[src/rtl/alu2_sweeper_if.sv]
// Signal bundle between the alu2_sweeper sequencer and the 2-bit ALU under test.
// The master side drives the ALU operands and results; the slave side drives start and F.
interface alu2_sweeper_if;
  logic       start;
  logic [1:0] A;
  logic [1:0] B;
  logic [1:0] I;
  logic [1:0] F;
  logic       busy;
  logic       done;
  logic       pass;
  logic [6:0] err_count;
  logic       fail_valid;
  logic [5:0] first_fail;

  modport master (
    input  start, F,
    output A, B, I, busy, done, pass, err_count, fail_valid, first_fail
  );

  modport slave (
    output start, F,
    input  A, B, I, busy, done, pass, err_count, fail_valid, first_fail
  );
endinterface

[src/rtl/alu2_sweeper.sv]
// Sweeps all 64 {I,A,B} vectors into a 2-bit ALU and checks F against a golden model.
// Optional macro ALU2_SWEEP_STOP_ON_FAIL_EN: end the sweep at the first mismatch.
module alu2_sweeper #(
  parameter int unsigned SETTLE = 1
) (
  input  logic           clk,
  input  logic           rst,
  alu2_sweeper_if.master bus
);

  typedef enum logic [1:0] {S_IDLE, S_RUN, S_DONE} state_t;

  localparam logic [3:0] SETTLE_CNT = 4'(SETTLE);

  state_t     r_state;
  state_t     w_next;
  logic [5:0] r_v;
  logic [3:0] r_cnt;
  logic [6:0] r_err;
  logic       r_fail_valid;
  logic [5:0] r_first_fail;
  logic       r_pass;

  logic [1:0] w_gold;
  logic       w_sample;
  logic       w_mismatch;
  logic       w_finish;
  logic       w_start_sweep;

  always_comb begin
    w_gold = '0;
    case (r_v[5:4])
      2'b00:   w_gold = r_v[3:2] & r_v[1:0];
      2'b01:   w_gold = r_v[3:2] | r_v[1:0];
      2'b10:   w_gold = ~(r_v[3:2] ^ r_v[1:0]);
      default: w_gold = ~r_v[3:2];
    endcase
  end

  assign w_sample      = (r_state == S_RUN) && (r_cnt == SETTLE_CNT);
  assign w_mismatch    = w_sample && (bus.F != w_gold);
  assign w_start_sweep = (r_state != S_RUN) && bus.start;

`ifdef ALU2_SWEEP_STOP_ON_FAIL_EN
  assign w_finish = w_sample && ((r_v == 6'd63) || w_mismatch);
`else
  assign w_finish = w_sample && (r_v == 6'd63);
`endif

  always_ff @(posedge clk) begin
    if (rst) r_state <= S_IDLE;
    else     r_state <= w_next;
  end

  always_comb begin
    w_next = r_state;
    case (r_state)
      S_IDLE:  if (bus.start) w_next = S_RUN;
      S_RUN:   if (w_finish)  w_next = S_DONE;
      S_DONE:  if (bus.start) w_next = S_RUN;
      default: w_next = S_IDLE;
    endcase
  end

  // v is not advanced on the finishing compare so A/B/I hold the last checked vector.
  always_ff @(posedge clk) begin
    if (rst) begin
      r_v          <= '0;
      r_cnt        <= '0;
      r_err        <= '0;
      r_fail_valid <= 1'b0;
      r_first_fail <= '0;
      r_pass       <= 1'b0;
    end else if (w_start_sweep) begin
      r_v          <= '0;
      r_cnt        <= '0;
      r_err        <= '0;
      r_fail_valid <= 1'b0;
      r_first_fail <= '0;
      r_pass       <= 1'b0;
    end else if (w_sample) begin
      r_cnt <= '0;
      if (w_mismatch) begin
        r_err <= r_err + 7'd1;
        if (!r_fail_valid) begin
          r_first_fail <= r_v;
          r_fail_valid <= 1'b1;
        end
      end
      if (w_finish) r_pass <= (r_err == '0) && !w_mismatch;
      else          r_v    <= r_v + 6'd1;
    end else if (r_state == S_RUN) begin
      r_cnt <= r_cnt + 4'd1;
    end
  end

  assign bus.I          = r_v[5:4];
  assign bus.A          = r_v[3:2];
  assign bus.B          = r_v[1:0];
  assign bus.busy       = (r_state == S_RUN);
  assign bus.done       = (r_state == S_DONE);
  assign bus.pass       = r_pass;
  assign bus.err_count  = r_err;
  assign bus.fail_valid = r_fail_valid;
  assign bus.first_fail = r_first_fail;

endmodule

[src/flat_wrapper.sv]
// flat-port wrapper written by rule: the top's interface ports become plain ports
module alu2_sweeper_flat 
#(
  parameter int unsigned SETTLE = 1
)
  (clk, rst, bus_start, bus_F, bus_A, bus_B, bus_I, bus_busy, bus_done, bus_pass, bus_err_count, bus_fail_valid, bus_first_fail);
  alu2_sweeper_if bus_i ();
  input  logic clk;
  input  logic rst;
  input wire logic [$bits(bus_i.start)-1:0] bus_start;
  input wire logic [$bits(bus_i.F)-1:0] bus_F;
  output wire logic [$bits(bus_i.A)-1:0] bus_A;
  output wire logic [$bits(bus_i.B)-1:0] bus_B;
  output wire logic [$bits(bus_i.I)-1:0] bus_I;
  output wire logic [$bits(bus_i.busy)-1:0] bus_busy;
  output wire logic [$bits(bus_i.done)-1:0] bus_done;
  output wire logic [$bits(bus_i.pass)-1:0] bus_pass;
  output wire logic [$bits(bus_i.err_count)-1:0] bus_err_count;
  output wire logic [$bits(bus_i.fail_valid)-1:0] bus_fail_valid;
  output wire logic [$bits(bus_i.first_fail)-1:0] bus_first_fail;
  assign bus_i.start = bus_start;
  assign bus_i.F = bus_F;
  assign bus_A = bus_i.A;
  assign bus_B = bus_i.B;
  assign bus_I = bus_i.I;
  assign bus_busy = bus_i.busy;
  assign bus_done = bus_i.done;
  assign bus_pass = bus_i.pass;
  assign bus_err_count = bus_i.err_count;
  assign bus_fail_valid = bus_i.fail_valid;
  assign bus_first_fail = bus_i.first_fail;
  alu2_sweeper #(.SETTLE(SETTLE)) u_core (.clk(clk), .rst(rst), .bus(bus_i));
endmodule
[config.mk]
export PLATFORM = sky130hd
export DESIGN_NAME = alu2_sweeper_flat
export DESIGN_NICKNAME = d
export VERILOG_FILES = /design/src/rtl/alu2_sweeper_if.sv /design/src/rtl/alu2_sweeper.sv /design/src/flat_wrapper.sv
export SDC_FILE = /design/constraint.sdc
export NUM_CORES = 1
export LEC_CHECK = 0
export BUFFER_PORTS_ARGS = -buffer_cell sky130_fd_sc_hd__buf_4
export CAP_MARGIN = 20
export CORE_ASPECT_RATIO = 0.6
export CORE_MARGIN = 4
export CORE_UTILIZATION = 59
export DETAILED_ROUTE_END_ITERATION = 10
export PLACE_DENSITY = 0.94
export SETUP_SLACK_MARGIN = 0.2
export SLEW_MARGIN = 20
export SYNTH_ARGS = -nofsm -noshare
export SYNTH_HDL_FRONTEND = slang
export SYNTH_SLANG_ARGS = --single-unit
[constraint.sdc]
create_clock -name clk -period 7.2 [get_ports clk]
set_clock_uncertainty 0.05 [all_clocks]
set_input_delay 1.08 -clock clk [delete_from_list [all_inputs] [get_ports clk]]
set_output_delay 1.08 -clock clk [all_outputs]
set_load 0.01 [all_outputs]
# Word-level counts from Yosys, hierarchy flattened
# Cells that the tools add are included.
dict set report classes {
  bitwise_logic 7
  n_reduce_logical 17
  magnitude_cmp 0
  muxes 4
  n_addsub 3
  n_eq_ne 10
  multipliers 0
  shift 0
  div_mod_pow 0
}
# operator n
set op_table {}
lappend op_table {{AND reduction 2 bit} 4}
lappend op_table {{adder 7 x 1 -> 7 bit, second input constant} 1}
lappend op_table {{zero test 7 bit} 1}
lappend op_table {{adder 6 x 1 -> 6 bit, second input constant} 1}
lappend op_table {{equality test 6 bit, second input constant} 1}
lappend op_table {{inequality test 2 x 1 -> 1 bit, second input constant} 3}
lappend op_table {{case mux 2 bit (3 select lines)} 1}
lappend op_table {{logical AND 1 bit} 5}
lappend op_table {{adder 4 x 1 -> 4 bit, second input constant} 1}
lappend op_table {{equality test 2 x 1 -> 1 bit, second input constant} 2}
lappend op_table {{equality test 2 bit, second input constant} 2}
lappend op_table {{equality test 4 x 1 -> 1 bit, second input constant} 1}
lappend op_table {{zero test 2 bit} 2}
lappend op_table {{two-way mux 2 bit} 2}
lappend op_table {{inverter 2 bit} 2}
lappend op_table {{case mux 2 bit (2 select lines)} 1}
lappend op_table {{OR reduction 2 bit} 2}
lappend op_table {{AND reduction 3 bit} 1}
lappend op_table {{OR reduction 3 bit} 1}
lappend op_table {{bitwise AND 2 bit} 1}
lappend op_table {{inequality test 2 bit} 1}
lappend op_table {{inverter 1 bit} 2}
lappend op_table {{bitwise OR 2 bit} 1}
lappend op_table {{bitwise XOR 2 bit} 1}
lappend op_table {{zero test 1 bit} 1}
dict set report word_totals {
  input_bits 5
  register_bits 27
  ram_bits 0
  latch_bits 0
  wordCells 48
  n_memories 0
  rom_bits 0
}

# Longest topological paths before layout
# Gate-level depths: netlist of the first run.
dict set report depth {
  depth_word 7
  depth_mapped 8
  depth_no_buf 7
}

# Least setup slack after synthesis of the first run
# No wires, ideal clock.
dict set report synth_path {
  kind {in2reg}
  from {input port bus_F[1]}
  to {register u_core.r_err[5] (netlist: u_core.bus.err_count[5])}
  t_arrival_ps 2432
  path_slack_ps 4595
  t_required_ps 7027
  stages 4
  setup_ps 123
  n_path_buf 0
  path_cell_list {or3_1 a41o_4 a2111oi_4 mux2_1}
}
dict set report synth_via {
  elab_chain_len 3
}
# item line_no
set synth_rtl {}
lappend synth_rtl {{start, declared} flat_wrapper.sv:11} ;# input wire logic [$bits(bus_i.F)-1:0] bus_F;
lappend synth_rtl {{inequality test 2 bit} alu2_sweeper.sv:41} ;# assign w_mismatch = w_sample && (bus.F != w_gold);
lappend synth_rtl {{logical AND 1 bit} alu2_sweeper.sv:41}
lappend synth_rtl {{AND reduction 2 bit (no source line)} n/a}
lappend synth_rtl {{end signal, assigned} alu2_sweeper.sv:84} ;# r_err <= r_err + 7'd1;
lappend synth_rtl {{end, declared} alu2_sweeper.sv:19} ;# logic [6:0] r_err;
# No other way between the ends.
# A chain may end at the register's enable or synchronous reset.

# Final worst setup path of the first run
dict set report layout_path {
  from {register u_core.r_v[2]}
  to {register u_core.r_err[5] (netlist: u_core.bus.err_count[5])}
}
dict set report layout_via {
  elab_chain_len 6
  elab_cells_between_ends 9
  cone_classes {eq/ne (1); mux (1); bitwise (5); reduce/logical (2)}
}
# item line_no
set layout_rtl {}
lappend layout_rtl {{start, declared} alu2_sweeper.sv:17} ;# logic [5:0] r_v;
lappend layout_rtl {{start signal, assigned} alu2_sweeper.sv:91} ;# else r_v <= r_v + 6'd1;
lappend layout_rtl {{bitwise XOR 2 bit} alu2_sweeper.sv:35} ;# 2'b10: w_gold = ~(r_v[3:2] ^ r_v[1:0]);
lappend layout_rtl {{inverter 2 bit} alu2_sweeper.sv:35}
lappend layout_rtl {{case mux 2 bit (3 select lines) *} alu2_sweeper.sv:32} ;# case (r_v[5:4])
lappend layout_rtl {{inequality test 2 bit *} alu2_sweeper.sv:41}
lappend layout_rtl {{logical AND 1 bit *} alu2_sweeper.sv:41}
lappend layout_rtl {{AND reduction 2 bit (no source line) *} n/a}
# Mark *: on every way between the ends. The rest lies on a longest branch, timed or not.

==> flow_metrics.tcl, run 1 <==
set metrics [dict create \
    layout.nets 216 \
    startpoint "u_core.r_v[2]$_SDFFE_PP0P_" \
    combPwrFrac_pct 8.7 \
    r2r_slack_ns 4.55 \
    clk_latency_ns 0.28 \
    synth_nets 190 \
    grt_start_max_net_pins 23 \
    ys_types 46 \
    core_sq_mm 0.00250 \
    layout-drive-gt1-share_pct 20.9 \
    area_delta_synth_final_pct 15.9 \
    grt_pass1_vias 1264 \
    rsz0062_at_grt "false" \
    p_leak_uw 0.000683 \
    slew_violations 0 \
    synth_edf_count 0 \
    yosys.cell_count.top_type "dfxtp_1" \
    cts_resized 0 \
    cts_htree_levels 1 \
    switchingPower_uw 62.9 \
    start_kind "flop" \
    yosys_warnings 0 \
    die_area_sq_mm 0.00355 \
    gp_congestion 0.805 \
    min_from "u_core.bus.first_fail[1]$_SDFFE_PP0P_" \
    post_dp_cell_area_sq_mm 0.00176 \
    async_flop_share_pct 0 \
    cts_setup_buffers 0 \
    switching_share_pct 24.1 \
    cts-root-buf "clkbuf_8" \
    powerDensity_mw_per_mm2 144 \
    drc 0 \
    clock_path_buffers 2 \
    netlist_instances 176 \
    setup_violations 0 \
    fillers 195 \
    path_class "reg2reg" \
    synth_common_cells "dfxtp_1, nand2_1, nor2_1" \
    antenna_found_initial 0 \
    detail_route.vias_per_cell 5.82 \
    cts.sink_count 27 \
    critPathMaxFanout 8 \
    hp-class "reg2reg" \
    drtIter0Drc 83 \
    drt.antenna.violating_nets 0 \
    rows 14 \
    syn_area_per_cell_sq_um 8.84 \
    seq_power_share_pct 58.5 \
    synthTopCellsByArea "dfxtp_1, ha_1, mux2i_1, nand2_1, nor2_1" \
    dp_hpwl_mm 2.69 \
    yosysTopAreaCellShare_pct 34.7 \
    synth_flop_cell "dfxtp_1" \
    grtUsageTotal_pct 22.1 \
    tns_ns 0 \
    holdBufCountCts 0 \
    worst_pin_slew_ns 0.533 \
    drv_cap 0 \
    end_kind "flop" \
    grt_pass1_wl_mm 5.88 \
    hold_depth 2 \
    critical_path_arrival_ns 2.77 \
    yosysTopAreaCell "dfxtp_1" \
    drtPass1Iterations 4 \
    ir_worst_vdd_uv 101 \
    syn_area_sq_mm 0.00156 \
    slew_headroom_pct 64.5 \
    fin_crit_sh_pct 36.8 \
    min_to "u_core.bus.first_fail[1]$_SDFFE_PP0P_" \
    fin_crit_ns 2.65 \
    final_area_sq_mm 0.00180 \
    multi_input_area_sq_um 918 \
    io_buffers 27 \
    r2r-end "u_core.bus.err_count[5]$_SDFFE_PP0P_" \
    status "finished clean" \
    hold_violations 0 \
    p_int_uw 198 \
    fmax_mhz 377 \
    dieHeight_um 47.8 \
    grt_overflow_total 0 \
    pwr-share-clk_pct 32.8 \
    worstPathRequired_ns 7.32 \
    ys_seq_area_share_pct 34.7 \
    ys_seq_elements 27 \
    rr_worst_depth 7 \
    num_vias 1356 \
    clk_pin_slew_worst_paths_ns 0.10 \
    die_w_um 74.3 \
    initial_core_util_pct 62.1 \
    area.sequential_sq_um 541 \
    cts_buffers 3 \
    drt_wl_total_mm 3.51 \
    cts_tree "built" \
    r2r_start "u_core.r_v[2]$_SDFFE_PP0P_" \
    routedWlPerCell_um 15.1 \
    io_pins 28 \
    diodes 0 \
]
-- power groups by stage --
stage,registers [uW],clock network [uW],logic (uW)
finish,152,85.6,22.7
CTS,152,86.9,22.4
floorplan,156,0,15.6
global route,153,94.6,24.9
global placement,156,0,21.0
detailed placement,156,0,22.3
-- how the worst max path moves through the flow --
stage / slack (ns) / to
detailed placement: 4.40 / u_core.bus.err_count[5]$_SDFFE_PP0P_
floorplan: 4.59 / u_core.bus.err_count[5]$_SDFFE_PP0P_
global placement: 4.45 / u_core.bus.err_count[5]$_SDFFE_PP0P_
global route: 4.43 / u_core.bus.first_fail[3]$_SDFFE_PP0P_
CTS: 4.57 / u_core.bus.err_count[5]$_SDFFE_PP0P_
finish: 4.55 / u_core.bus.err_count[5]$_SDFFE_PP0P_
-- cell type report --
class | count | area share [%]
inverter | 13 | 2.70
multi-input combinational | 129 | 50.9
timing repair buffer | 28 | 11.7
sequential | 27 | 30.0
tap | 32 | 2.22
clock inverter | 1 | 0.277
clock buffer | 3 | 2.29
-- state kept, by name (all words and copies together) (netlist names) --
| name | cells |
|---|---|
| u_core.r_state | 2 |
| u_core.bus.err_count | 7 |
| u_core.r_cnt | 4 |
| u_core.bus.first_fail | 6 |
| u_core.bus.fail_valid | 1 |
| u_core.bus.pass | 1 |
| u_core.r_v | 6 |
-- cells by family after synthesis --
group	Yosys count	synth area share (%)
xor+xnor	9	5.06
simple gates	68	21.8
mux	11	7.15
flops	27	34.7
fa+ha+maj	9	7.23
compound gates	32	17.8
buf+inv	20	6.27
-- stage by stage --
stage	cells	hold slack [ns]	power (uW)	util, %	setup WS (ns)
final	233	0.416	261	72.0	4.55
after global routing	233	0.440	272	72.0	4.43
after CTS	233	0.422	262	72.0	4.57
after detailed placement	229	0.406	178	70.2	4.40
after global placement	229	0.395	177	70.2	4.45
after floorplan	176	0.429	171	-	4.59
-- cell usage in the layout (no fill, tap or decap), types with 4 or more instances in the layout --
master | Yosys | final
inv_1 | 12 | 12
nor2_1 | 16 | 16
a21oi_1 | 8 | 8
xnor2_1 | 5 | 5
buf_4 | 0 | 28
o21ai_0 | 4 | 4
ha_1 | 9 | 9
nor3_1 | 4 | 4
xor2_1 | 4 | 4
nand2_1 | 24 | 24
dfxtp_1 | 27 | 27
mux2i_1 | 10 | 10
nand3_1 | 4 | 4
-- per-layer routing --
layer  vias to the layer above  GRT usage [%]  share of wire (%)
met5                         -              0                  0
met2                        44           39.8                 49
met4                         0           6.03               0.71
met1                       645           26.8                 45
met3                         6           5.87                6.0
li1                        661              -                  -
-- worst max-delay path, cell delays in order (launching register included) --
cell       delay, ns
dfxtp_1         0.54
inv_1           0.10
ha_1            0.30
and2_4          0.16
or3_4           0.37
a41o_4          0.32
a2111oi_4       0.36
mux2_1          0.35
No activity file was read; power rests on OpenSTA's default activity.
==> inputs of run 2 (changes only) <==
CORE_UTILIZATION = 55   (was 59)
PLACE_DENSITY = 0.89   (was 0.94)
clock period = 2.7 ns   (was 7.2 ns; I/O delays follow)
==> flow_metrics.tcl, run 2 (same netlist as run 1, synthesis figures left out) <==
set metrics [dict create \
    status "finished clean" \
    layout-drive-gt1-share_pct 23.2 \
    routedWlPerCell_um 17.4 \
    die_w_um 76.7 \
    dp_hpwl_mm 3.08 \
    highest_layer "met4" \
    drtPass1Iterations 6 \
    layout_commonest_cell "buf_4" \
    initial_core_util_pct 60.0 \
    drtIter0Drc 160 \
    cts-root-buf "clkbuf_8" \
    hold_violations 0 \
    drv_cap 0 \
    clk_pin_slew_worst_paths_ns 0.09 \
    layout.nets 222 \
    hp-class "in2reg" \
    drt.antenna.violating_nets 0 \
    critical_path_arrival_ns 2.52 \
    grt_pass1_wl_mm 6.85 \
    dieHeight_um 49.2 \
    cts.sink_count 27 \
    worst_pin_slew_ns 0.544 \
    grt_pass1_vias 1427 \
    fin_crit_ns 2.39 \
    cts_buffers 3 \
    end_kind "flop" \
    m1WireLength_mm 1.72 \
    rows 14 \
    grt_start_max_net_pins 23 \
    fmax_mhz 418 \
    cts_resized 0 \
    io_buffers 27 \
    cts_htree_levels 1 \
    detailroute.wirelength.met2_mm 1.90 \
    ir_worst_vdd_uv 325 \
    final_core_util_pct 71.3 \
    diodes 0 \
    drc 0 \
    rsz0062_at_grt "false" \
    critPathMaxFanout 7 \
    rr_worst_depth 7 \
    final_cell_mix "buf_4, dfxtp_1, nand2_1" \
    area_delta_synth_final_pct 18.8 \
    powerDensity_mw_per_mm2 381 \
    setup_violations 0 \
    worstPathRequired_ns 2.82 \
    worst_slack_ns 0.305 \
    slew_violations 0 \
    gp_congestion 0.834 \
    detail_route.vias_per_cell 6.04 \
    path_class "reg2reg" \
    cts_tree "built" \
    grt_overflow_total 0 \
    r2r_slack_ns 0.31 \
    slew_headroom_pct 63.4 \
    hold_depth 2 \
    largest_reg_flops 7 \
    io_pins 28 \
    core_sq_mm 0.00259 \
    tns_ns 0 \
    pre_cts_slack_ns 0.343 \
    grtUsageTotal_pct 22.5 \
    clk_latency_ns 0.28 \
    fin_crit_sh_pct 88.7 \
    num_vias 1444 \
    holdBufCountCts 0 \
    p_leak_uw 0.000716 \
    drt_wl_total_mm 4.15 \
    clock_path_buffers 2 \
    die_area_sq_mm 0.00377 \
    wl_met3_um 413 \
    antenna_found_initial 0 \
    start_kind "flop" \
]
[run 2: cell types whose count changed in the layout (fill, tap and decap cells not counted)]
cell,previous run,this run
buf_4,28,34
[run 2: per-layer routing]
layer | vias to the layer above | global-route usage (%)
met4 | 0 | 6.02
li1 | 668 | -
met3 | 23 | 7.93
met1 | 665 | 28.0
met2 | 88 | 37.1
met5 | - | 0
[run 2: critical path, stage by stage (launching register included)]
cell,delay [ns]
dfxtp_1,0.34
inv_1,0.05
ha_1,0.29
and2_4,0.16
or3_4,0.37
a41o_4,0.32
a2111oi_4,0.37
mux2_1,0.35
[run 2: final timing paths]
kind                                                       startpoint                                     to
worst max-delay path                       u_core.r_v[0]$_SDFFE_PP0P_   u_core.bus.err_count[5]$_SDFFE_PP0P_
worst min-delay path                                              rst         u_core.r_state[0]$_SDFFE_PP0P_
worst max register to register             u_core.r_v[0]$_SDFFE_PP0P_   u_core.bus.err_count[5]$_SDFFE_PP0P_
worst min register to register  u_core.bus.first_fail[5]$_SDFFE_PP0P_  u_core.bus.first_fail[5]$_SDFFE_PP0P_
[run 2: power breakdown]
group / switching (uW) / total, uW / internal [uW]
combinational: 41.1 / 64.5 / 23.4
clock: 130 / 234 / 104
sequential: 4.76 / 407 / 402
[run 2: cell type report]
type	count	area, sq um
repair buffers	34	255
fillers	194	743
multi-input cells	129	918
well taps	32	40.0
flip-flops and latches	27	541
clock inverters	1	5.00
inverters	13	48.8
clock buffers	3	41.3
[run 2: per-stage QoR]
step / cell area, sq um / power, uW / hold WS (ns) / cells
3_5_place_dp: 1790 / 477 / 0.406 / 233
6_report: 1850 / 705 / 0.250 / 239
2_1_floorplan: 1560 / 457 / 0.424 / 176
4_1_cts: 1830 / 704 / 0.247 / 237
3_3_place_gp: 1790 / 473 / 0.393 / 233
5_1_grt: 1850 / 734 / 0.246 / 239
[run 2: timing repair]
action                                  4_1_cts  5_1_grt
endpoints found under the hold margin         0        0
endpoints found under the setup margin        0        3
buffers inserted                              0        2
